[src/rtl/mac_feeder_pkg.sv]
// mac_feeder_pkg: shared types and latency constants for the MAC operand
// sequencer. The layer controller uses the same constants (and op_cycles)
// to budget how long one dot-product command occupies the MAC.
package mac_feeder_pkg;

  typedef enum logic [2:0] {
    S_IDLE,
    S_CLEAR,
    S_WAIT_CLR,
    S_STREAM,
    S_DRAIN,
    S_DONE
  } state_e;

  localparam int DEF_CLR_LAT = 2;
  localparam int DEF_MAC_LAT = 2;

  // Cycles from accepted start to the done pulse.
  function automatic int op_cycles(input int len, input int clr_lat, input int mac_lat);
    return (len == 0) ? 1 : 3 + clr_lat + len + mac_lat;
  endfunction

endpackage

[src/rtl/mac_feeder.sv]
// mac_feeder: turns one dot-product command into the MAC's clear/valid
// pulse protocol. Clears the accumulator, streams len operand pairs from
// the weight (a) and feature (b) memories, waits out the MAC pipeline and
// captures the final sum and overflow flag.
//
// Ports:
//   clk, rst                  clock, synchronous active-high reset
//   start, base_a/b, len      command (sampled only in IDLE)
//   busy, done                status; done is a one-cycle pulse
//   result, result_ovf        float32 dot product and sticky overflow
//   mem_a/b_rd, mem_a/b_addr  read port to operand memories (1-cycle latency)
//   mem_a/b_rdata             read data
//   mac_a/b, mac_a/b_valid    operands to the MAC
//   mac_clear                 one-cycle accumulator clear
//   mac_data_out, mac_overflow  MAC result and overflow flag
module mac_feeder
  import mac_feeder_pkg::*;
#(
  parameter int ADDR_W  = 10,
  parameter int LEN_W   = 10,
  parameter int CLR_LAT = DEF_CLR_LAT,
  parameter int MAC_LAT = DEF_MAC_LAT
) (
  input  logic              clk,
  input  logic              rst,
  input  logic              start,
  input  logic [ADDR_W-1:0] base_a,
  input  logic [ADDR_W-1:0] base_b,
  input  logic [LEN_W-1:0]  len,
  output logic              busy,
  output logic              done,
  output logic [31:0]       result,
  output logic              result_ovf,
  output logic              mem_a_rd,
  output logic              mem_b_rd,
  output logic [ADDR_W-1:0] mem_a_addr,
  output logic [ADDR_W-1:0] mem_b_addr,
  input  logic [31:0]       mem_a_rdata,
  input  logic [31:0]       mem_b_rdata,
  output logic [31:0]       mac_a,
  output logic [31:0]       mac_b,
  output logic              mac_a_valid,
  output logic              mac_b_valid,
  output logic              mac_clear,
  input  logic [31:0]       mac_data_out,
  input  logic              mac_overflow
);

  localparam int WMAX   = (CLR_LAT > MAC_LAT) ? CLR_LAT : MAC_LAT;
  localparam int WCNT_W = $clog2(WMAX + 1);

  state_e              state_q, state_d;
  logic [LEN_W-1:0]    idx_q, idx_d;      // issue counter, shared by both lanes
  logic [WCNT_W-1:0]   wcnt_q, wcnt_d;    // clear-wait / drain counter
  logic [ADDR_W-1:0]   base_a_q, base_a_d, base_b_q, base_b_d;
  logic [LEN_W-1:0]    len_q, len_d;
  logic [31:0]         result_q, result_d;
  logic                ovf_q, ovf_d;
  logic                vld_q;             // read issued last cycle -> data on rdata now
  logic [31:0]         hold_a_q, hold_b_q;

  always_comb begin
    state_d  = state_q;
    idx_d    = idx_q;
    wcnt_d   = wcnt_q;
    base_a_d = base_a_q;
    base_b_d = base_b_q;
    len_d    = len_q;
    result_d = result_q;
    ovf_d    = ovf_q;
    // Overflow window: first valid pair through the result sample cycle.
    // Valids cover the pairs, DRAIN covers the pipeline tail.
    if (vld_q || state_q == S_DRAIN) ovf_d = ovf_q | mac_overflow;
    unique case (state_q)
      S_IDLE: if (start) begin
        base_a_d = base_a;
        base_b_d = base_b;
        len_d    = len;
        idx_d    = '0;
        wcnt_d   = '0;
        ovf_d    = 1'b0;
        result_d = '0;
        state_d  = (len == '0) ? S_DONE : S_CLEAR;
      end
      S_CLEAR: begin
        wcnt_d  = '0;
        state_d = S_WAIT_CLR;
      end
      S_WAIT_CLR: begin
        if (wcnt_q == WCNT_W'(CLR_LAT - 1)) state_d = S_STREAM;
        else wcnt_d = wcnt_q + 1'b1;
      end
      S_STREAM: begin
        idx_d = idx_q + 1'b1;
        if (idx_q == len_q - 1'b1) begin
          wcnt_d  = '0;
          state_d = S_DRAIN;
        end
      end
      S_DRAIN: begin
        // Entered the cycle after the last read; the last valid pair is
        // that same cycle, so its sum lands MAC_LAT cycles later.
        if (wcnt_q == WCNT_W'(MAC_LAT)) begin
          result_d = mac_data_out;
          state_d  = S_DONE;
        end else begin
          wcnt_d = wcnt_q + 1'b1;
        end
      end
      S_DONE:  state_d = S_IDLE;
      default: state_d = S_IDLE;
    endcase
  end

  always_ff @(posedge clk) begin
    if (rst) begin
      state_q  <= S_IDLE;
      idx_q    <= '0;
      wcnt_q   <= '0;
      base_a_q <= '0;
      base_b_q <= '0;
      len_q    <= '0;
      result_q <= '0;
      ovf_q    <= 1'b0;
      vld_q    <= 1'b0;
      hold_a_q <= '0;
      hold_b_q <= '0;
    end else begin
      state_q  <= state_d;
      idx_q    <= idx_d;
      wcnt_q   <= wcnt_d;
      base_a_q <= base_a_d;
      base_b_q <= base_b_d;
      len_q    <= len_d;
      result_q <= result_d;
      ovf_q    <= ovf_d;
      vld_q    <= (state_q == S_STREAM);
      if (vld_q) begin
        hold_a_q <= mem_a_rdata;
        hold_b_q <= mem_b_rdata;
      end
    end
  end

  assign busy        = (state_q != S_IDLE);
  assign done        = (state_q == S_DONE);
  assign mac_clear   = (state_q == S_CLEAR);
  assign mem_a_rd    = (state_q == S_STREAM);
  assign mem_b_rd    = (state_q == S_STREAM);
  // Address arithmetic wraps modulo 2^ADDR_W.
  assign mem_a_addr  = base_a_q + ADDR_W'(idx_q);
  assign mem_b_addr  = base_b_q + ADDR_W'(idx_q);
  // The memory's output register is the operand register; hold the last
  // pair when no read data is arriving.
  assign mac_a       = vld_q ? mem_a_rdata : hold_a_q;
  assign mac_b       = vld_q ? mem_b_rdata : hold_b_q;
  assign mac_a_valid = vld_q;
  assign mac_b_valid = vld_q;
  assign result      = result_q;
  assign result_ovf  = ovf_q;

endmodule

[config.mk]
export PLATFORM = sky130hd
export DESIGN_NAME = mac_feeder
export DESIGN_NICKNAME = d
export VERILOG_FILES = /design/src/rtl/mac_feeder_pkg.sv /design/src/rtl/mac_feeder.sv
export SDC_FILE = /design/constraint.sdc
export NUM_CORES = 1
export LEC_CHECK = 0
export CORE_ASPECT_RATIO = 1.25
export CORE_MARGIN = 2
export CORE_UTILIZATION = 40
export DETAILED_ROUTE_END_ITERATION = 8
export PLACE_DENSITY = 0.84
export SLEW_MARGIN = 20
export SYNTH_ARGS = -nofsm -noshare
export SYNTH_HDL_FRONTEND = slang
export SYNTH_SLANG_ARGS = --single-unit
[constraint.sdc]
create_clock -name clk -period 2.1 [get_ports clk]
set_input_delay 0.42 -clock clk [delete_from_list [all_inputs] [get_ports clk]]
set_output_delay 0.42 -clock clk [all_outputs]
set_load 0.01 [all_outputs]
# Word level (Yosys, flattened, before mapping)
# Cells that the tools add are included.
# word_totals
output_inout_bits,124
register_bits,143
in_bits,130
wordCells,64
# op_classes
n_reduce_logical,12
n_mux,21
bitwise_logic,1
n_eq_ne,14
n_addsub,5
# op_table
op,count
$mux 32,4
$pmux 32 s2,1
$add 10x10->10,2
$pmux 10 s2,1
$mux 3,5
$pmux 3 s5,1
$add 10x1->10 const B,1
$eq 10x10->1,1
$logic_not 10->1,1
$mux 10,1
$pmux 2 s5,1
$sub 10x1->10 const B,1
$mux 2,4
$ne 2x2->1 const B,4
$eq 3x2->1 const B,2
$eq 3x3->1 const B,2
$reduce_and 5->1,1
$reduce_bool 5->1,1
$ne 2x1->1 const B,2
$reduce_and 2->1,2
$reduce_and 4->1,1
$reduce_bool 2->1,2
$eq 3x1->1 const B,1
$logic_not 3->1,1
8 further kinds,10

# Longest topological paths before layout
# Gate-level depths: netlist of run 1.
# depth
word_depth,5
ltp_mapped,10
depth_no_buf,10

# Worst setup path before layout of run 1
# OpenSTA, ideal clock, no wires.
# synth_timing
kind,flip-flop to output port
start,register idx_q[0]
end,output port mem_b_addr[8]
arrival_time_ps,1933
t_required_ps,1680
path_slack_ps,-253
path_buffers,0
stages_incl_launch_ff,11
cell_sequence,dfxtp_1 ha_1 inv_1 fa_1 nor2b_1 o21ai_0 nand2b_1 a21o_1 a21oi_1 o21ai_0 xor2_1
# synth_via
elab_chain_cells,1
# synth_rtl
element,line_no,source
start: declaration,mac_feeder.sv:53,"logic [LEN_W-1:0] idx_q, idx_d;"
start signal: assignment,mac_feeder.sv:130,idx_q <= idx_d;
$add 10x10->10,mac_feeder.sv:152,assign mem_b_addr = base_b_q + ADDR_W'(idx_q);
end: declaration,mac_feeder.sv:37,"output logic [ADDR_W-1:0] mem_b_addr,"
# Every way passes these cells.

# Worst setup path after layout of run 1
# layout_timing
start,register idx_q[0]
end,output port mem_b_addr[9]
# Same word-level chain as after synthesis.

==> results of run 1 <==
## routing by layer
layer,part of all wire,wire (µm),vias to the layer above,GRT usage
met5,0,0,-,0
met4,0.035,746,0,0.1232
met1,0.36,7757,3052,0.2383
met3,0.072,1530,43,0.07784
li1,-,-,3147,-
met2,0.53,11310,231,0.4293
## per-stage QoR
stage / std cells / setup slack, ns
2_1_floorplan: 738 / -0.1330
3_3_place_gp: 1234 / -0.5544
3_5_place_dp: 1234 / -0.5725
4_1_cts: 1285 / -0.5871
5_1_grt: 1287 / -0.7611
6_report: 1287 / -0.5913
## synthesized netlist by cell type, drive strengths merged, types with 5 or more instances
master,instances
dfxtp,143
nand2,100
a21oi,83
nor2b,68
mux2,66
nand3,42
clkbuf,38
nor2,35
ha,22
xnor2,18
inv,16
xor2,14
nor3,11
o21ai,11
buf,10
a211oi,5
a21o,5
## power groups by stage
stage / logic (µW) / clock network (µW) / registers, µW
after floorplan: 675 / 0 / 2910
after global placement: 1360 / 0 / 2900
after detailed placement: 1380 / 0 / 2910
after CTS: 1410 / 3200 / 2850
after global routing: 1550 / 3330 / 2860
final: 1440 / 3150 / 2850
## what timing repair did
item | in CTS | in global routing
setup endpoints to repair | 93 | 81
pin swaps | 25 | 12
hold buffers | 0 | 0
cloned | 6 | 2
gates resized for setup | 371 | 65
setup buffers | 14 | 7
## layout make-up
class | count | area [µm²] | share of cell area
Tap cell | 216 | 270.3 | 0.02464
Timing Repair Buffer | 349 | 3359 | 0.3063
Sequential cell | 143 | 2884 | 0.2630
Multi-Input combinational cell | 531 | 3777 | 0.3444
Clock buffer | 20 | 456.7 | 0.04164
Clock inverter | 12 | 158.9 | 0.01449
Inverter | 16 | 60.06 | 0.005476
## critical path, cell delays in order, from the launching register on
cell and delay, ns:
dfxtp_4 0.36, ha_4 0.16, buf_6 0.10, a21o_1 0.17, a21oi_2 0.15, nor2b_1 0.06
o21ai_1 0.17, a211o_1 0.20, buf_6 0.12, nor2_4 0.03, a211oi_2 0.18, buf_2 0.16
## cells in the final DEF (no fill, tap or decap), types with 9 or more instances in the layout
cell type | synthesis | final
inv_1 | 16 | 9
a21oi_1 | 82 | 76
xnor2_1 | 18 | 13
buf_6 | 3 | 37
dfxtp_1 | 143 | 132
mux2_2 | 65 | 45
nor3_1 | 11 | 9
clkbuf_16 | 0 | 19
clkbuf_2 | 0 | 12
buf_12 | 0 | 15
nor2_1 | 34 | 31
nand3_1 | 42 | 42
buf_2 | 0 | 38
clkdlybuf4s50_1 | 0 | 162
nor2b_1 | 68 | 68
ha_1 | 22 | 16
nand2_1 | 100 | 100
buf_4 | 3 | 71
mux2_4 | 1 | 21
xor2_1 | 14 | 14
## worst min-delay path by stage
stage                      startpoint           to  slack (ns)  cells after the start
after CTS                         rst    wcnt_q[0]        0.43                      4
final                             rst    wcnt_q[0]        0.45                      4
after floorplan           base_a_q[2]  base_a_q[2]        0.44                      2
after global routing              rst    wcnt_q[0]        0.46                      4
after detailed placement   result[27]   result[27]        0.44                      2
after global placement      result[4]    result[4]        0.44                      2
## flip-flops by register name, summed over array words and instances (netlist names), 2 cells and up
register  cells
hold_b_q     32
result       32
wcnt_q        2
state_q       3
base_a_q     10
idx_q        10
len_q        10
hold_a_q     32
base_b_q     10
## cell families after synthesis
group           count (synthesis)  synth area share
flops                         143            0.4308
xor+xnor                       32           0.04218
simple gates                  288            0.2169
mux                            68            0.1154
compound gates                119            0.1045
fa+ha+maj                      24           0.04745
buf+inv                        64           0.04274
==> impl_metrics.csv, run 1 <==
group,metric,value,unit
outcome,outcome,"finished, violations left",
outcome,failed_checks,"setup timing",
sta,worst_pin_slew,0.5734,ns
place,placed_cell_area,0.009953,mm²
worst_setup_path,cp-endpoint,"mem_b_addr[9]",
clocking,cts_tree,"built",
power_and_ir_drop,p_per_area,679.0,mW/mm²
worst_setup_path,required,1.68,ns
detailed_routing,dr.first_iter.drc_count,290,
logic_synthesis,syn_area,0.006645,mm²
logic_synthesis,seq_area_frac_synth,0.4308,
logic_synthesis,synth_flop_cell,"dfxtp_1",
clocking,clk_pin_slew_worst_paths,0.06,ns
global_routing,grt_pass1_wl,32.93,mm
power_and_ir_drop,p_switching,1932,µW
die,rows,52,
worst_setup_path,r2r_start,"len_q[6]",
cells_and_area,nFillCells,1157,
detailed_routing,route.detailed.drc,0,
worst_setup_path,end_kind,"output pin",
detailed_routing,wl,21.34,mm
hold_path,hp-class,"in -> reg",
global_routing,antenna_found_initial,0,
detailed_routing,first_pass_iters,5,
power_and_ir_drop,vdd_drop_max,0.4748,mV
global_routing,gr-total-overflow,0,
worst_setup_path,cp-startpoint,"idx_q[0]",
cells_and_area,post-route-util,0.6769,
die,io_pins,254,
sta,fmax,0.3716,GHz
die,chipWidth,119.3,µm
worst_setup_path,path_class,"reg -> out",
power_and_ir_drop,combPwrFrac,0.193,
logic_synthesis,syn_area_per_cell,9.004,µm²
sta,hold_ws,0.4494,ns
global_routing,grt_max_degree,85,
logic_synthesis,synth_top_area_cell,"dfxtp_1",
sta,setup_viol,37,
global_routing,grt_pass1_vias,6746,
sta,worst_slack,-0.5913,ns
cells_and_area,finish.instance_area,0.01097,mm²
logic_synthesis,synth_cell_types,55,
sta,clock_skew,0.009048,ns
place,port_buffers,253,
power_and_ir_drop,swShare,0.2594,
place,post-dp-hpwl,14.33,mm
logic_synthesis,ys_ff_latch,143,
global_routing,track_usage,0.2358,
sta,fin_setup_tns,-6.934,ns
sta,relSlewSlack,0.6129,
logic_synthesis,syn_inst,738,
cells_and_area,finalNetCount,1212,
clocking,cts_sinks,143,
sta,min_period_over_period,1.282,
detailed_routing,post_drt_wl_per_cell,16.58,µm
worst_setup_path,start_kind,"register",
logic_synthesis,synth_top_area_frac,0.4308,
die,initial_core_util,0.4102,
worst_setup_path,rr_worst_depth,7,
cells_and_area,syn2layout_area_growth,65.04,%
logic_synthesis,async_reset_ff_frac,0,
sta,final-hold-violation-count,0,
power_and_ir_drop,p_clk_frac,0.424,
sta,rsz0062_at_grt,"true",
clocking,cts_max_path_buffers,2,
clocking,htreeDepth,4,
run,drv_cap,0,
die,chipHeight,148.1,µm
die,fp.coreArea,0.01620,mm²
detailed_routing,vias_per_cell,5.030,
power_and_ir_drop,pwr-share-seq,0.383,
sta,min_period,2.691,ns
power_and_ir_drop,p_int,5515,µW
logic_synthesis,synth_edf_count,0,
clocking,clockRootBuffer,"clkbuf_16",
logic_synthesis,ys_warn_count,0,
clocking,cts_buffers,17,
worst_setup_path,r2r_slack,-0.21,ns
logic_synthesis,synthesis.nets,892,
detailed_routing,route.antenna.remaining_nets,0,
cells_and_area,drive_above_1_share,0.3147,
worst_setup_path,r2r_end,"wcnt_q[1]",
clocking,clock_latency,0.42,ns
detailed_routing,vias,6473,
place,gp_congestion,0.9096,
worst_setup_path,worstPathMaxFanout,3,
cells_and_area,diodes,0,
worst_setup_path,critPathArrivalTime,2.27,ns
power_and_ir_drop,p_leak,0.004697,µW
power_and_ir_drop,fin_total_pwr,7447,µW
die,dieArea,0.01767,mm²
logic_synthesis,synth_area_leaders,"dfxtp_1 43%, mux2_2 11%, nor2b_1 6.4%",
sta,finalMaxSlewViolations,0,
Note: power is estimated with default switching activity, not from simulation.
==> run 2, diff against run 1 <==
REMOVE_ABC_BUFFERS = 1   (was default)
==> run 2 against run 1 <==
The run still ends with setup timing left; critical path depth fell by 1; cell area down 1.2%; routed wire length decreased by 1.7%; sequential share of layout area increased by 0.32 points; die area is the same; fmax grew 0.44%; clock-buffer cell count is 1 higher; hold slack worse by 0.0068 ns; sequential power is essentially flat; first-iteration DRC count rose by 11%; largest cell class unchanged; largest power group unchanged.
==> impl_metrics.csv, run 2 (synthesis gave the netlist of run 1 again) <==
group,metric,value,unit
outcome,outcome,"finished, violations left",
outcome,failed_checks,"setup timing",
clocking,cts_max_path_buffers,2,
detailed_routing,route.detailed.drc,0,
cells_and_area,diodes,0,
cells_and_area,regArea,0.002885,mm²
power_and_ir_drop,p_leak,0.004676,µW
cells_and_area,nFillCells,1197,
clocking,clk_pin_slew_worst_paths,0.06,ns
clocking,clock_latency,0.42,ns
die,chipWidth,119.3,µm
global_routing,grt_pass1_wl,33.06,mm
worst_setup_path,required,1.68,ns
run,drv_cap,0,
worst_setup_path,critPathArrivalTime,2.26,ns
sta,final-hold-violation-count,0,
sta,min_period_over_period,1.276,
clocking,cts_tree,"built",
cells_and_area,final_cell_mix,"163 x clkdlybuf4s50_1, 133 x dfxtp_1, 100 x nand2_1, 83 x buf_4, 76 x a21oi_1",
cells_and_area,multi_input_area,0.003755,mm²
detailed_routing,route.antenna.remaining_nets,0,
place,dp_slack,-0.8312,ns
worst_setup_path,r2r_slack,-0.23,ns
clocking,htreeDepth,4,
cells_and_area,finalNetCount,1218,
power_and_ir_drop,vdd_drop_max,0.4579,mV
sta,min_period,2.680,ns
worst_setup_path,start_kind,"register",
worst_setup_path,worstPathMaxFanout,3,
die,chipHeight,148.1,µm
hold_path,hp-class,"in -> reg",
place,gp_congestion,0.8488,
place,post-dp-hpwl,14.20,mm
clocking,clockRootBuffer,"clkbuf_16",
place,port_buffers,253,
global_routing,grt_pass1_vias,6930,
clocking,cts_buffers,17,
cells_and_area,final_common_cell,"clkdlybuf4s50_1",
cells_and_area,syn2layout_area_growth,63.10,%
global_routing,gr-total-overflow,0,
sta,clock_skew,0.009097,ns
clocking,cts_sinks,143,
sta,rsz0062_at_grt,"true",
worst_setup_path,path_class,"reg -> out",
clocking,ctsHoldBuffers,0,
sta,relSlewSlack,0.7063,
detailed_routing,first_pass_iters,4,
worst_setup_path,end_kind,"output pin",
sta,fmax,0.3732,GHz
cells_and_area,drive_above_1_share,0.3194,
cells_and_area,post-route-util,0.6690,
detailed_routing,vias,6524,
detailed_routing,vias_per_cell,5.046,
die,rows,52,
sta,finalMaxSlewViolations,0,
die,fp.coreArea,0.01620,mm²
detailed_routing,dr.first_iter.drc_count,323,
detailed_routing,post_drt_wl_per_cell,16.22,µm
global_routing,track_usage,0.2346,
sta,worst_pin_slew,0.4350,ns
sta,worst_slack,-0.5796,ns
power_and_ir_drop,p_per_area,678.5,mW/mm²
detailed_routing,wl,20.97,mm
die,initial_core_util,0.4102,
sta,setup_viol,30,
die,io_pins,254,
die,dieArea,0.01767,mm²
global_routing,antenna_found_initial,0,
global_routing,grt_max_degree,92,
[run 2: cell types whose count changed in the layout (fill, tap and decap cells not counted), moves of 3 or more]
cell      previous run  this run
buf_2               38        47
mux2_2              45        58
mux2_4              21         8
xnor2_2              5         8
xnor2_1             13        10
buf_4               71        83
clkbuf_2            12         3
o21ai_1              5         2
o21ai_2              1         4
buf_12              15         7
buf_8                0         3
clkinv_4             3         0
[run 2: repair_timing]
action                                 4_1_cts  5_1_grt
setup buffers                               16        6
resized for setup                          423       36
gates cloned                                 4        0
pin swaps                                   25       16
endpoints found under the hold margin        0        0
setup endpoints to repair                   94       52
[run 2: per-stage QoR]
| stage | std cells | hold slack (ns) | setup TNS, ns | area, µm² | power, µW |
|---|---|---|---|---|---|
| finish | 1293 | 0.4426 | -6.671 | 10840 | 7354 |
| global route | 1293 | 0.4394 | -9.442 | 10840 | 7625 |
| CTS | 1294 | 0.4253 | -11.06 | 10790 | 7369 |
| detailed placement | 1242 | 0.4424 | -8.537 | 9925 | 4258 |
| global placement | 1242 | 0.4370 | -7.110 | 9925 | 4233 |
| floorplan | 690 | 0.4340 | -85.54 | 6421 | 3491 |
[run 2: worst max-delay path, cell delays in order (launching register included)]
cell and delay (ns):
dfxtp_4 0.35, ha_4 0.23, a21o_1 0.18, a21oi_2 0.18, nor2b_2 0.07, o21ai_2 0.15, buf_4 0.13, a211o_1 0.16
nor2_1 0.05, a211oi_1 0.19, buf_2 0.16
[run 2: cell type report]
| class | instances | area share |
|---|---|---|
| repair buffers | 355 | 0.3024 |
| clock inverters | 11 | 0.01201 |
| multi-input cells | 531 | 0.3465 |
| flip-flops and latches | 143 | 0.2662 |
| well taps | 216 | 0.02494 |
| clock buffers | 21 | 0.04248 |
| inverters | 16 | 0.005541 |
[run 2: worst paths after layout]
check              startpoint            end  cells past startpoint
setup / recovery  base_a_q[1]  mem_a_addr[9]                     10
hold reg to reg     result[1]      result[1]                      2
setup reg to reg     len_q[4]      wcnt_q[1]                      7
hold / removal            rst      wcnt_q[0]                      4
[run 2: power breakdown]
part	internal [µW]	switching, µW
sequential	2800	55.5
combinational	774	666
clock	1830	1230
[run 2: routing by layer]
metal  GRT usage  up-vias  part of all wire
li1            -     3157                 -
met5           0        -                 0
met4      0.1220        0             0.041
met1      0.2282     3073              0.36
met2      0.4399      232              0.53
met3     0.07515       62             0.070
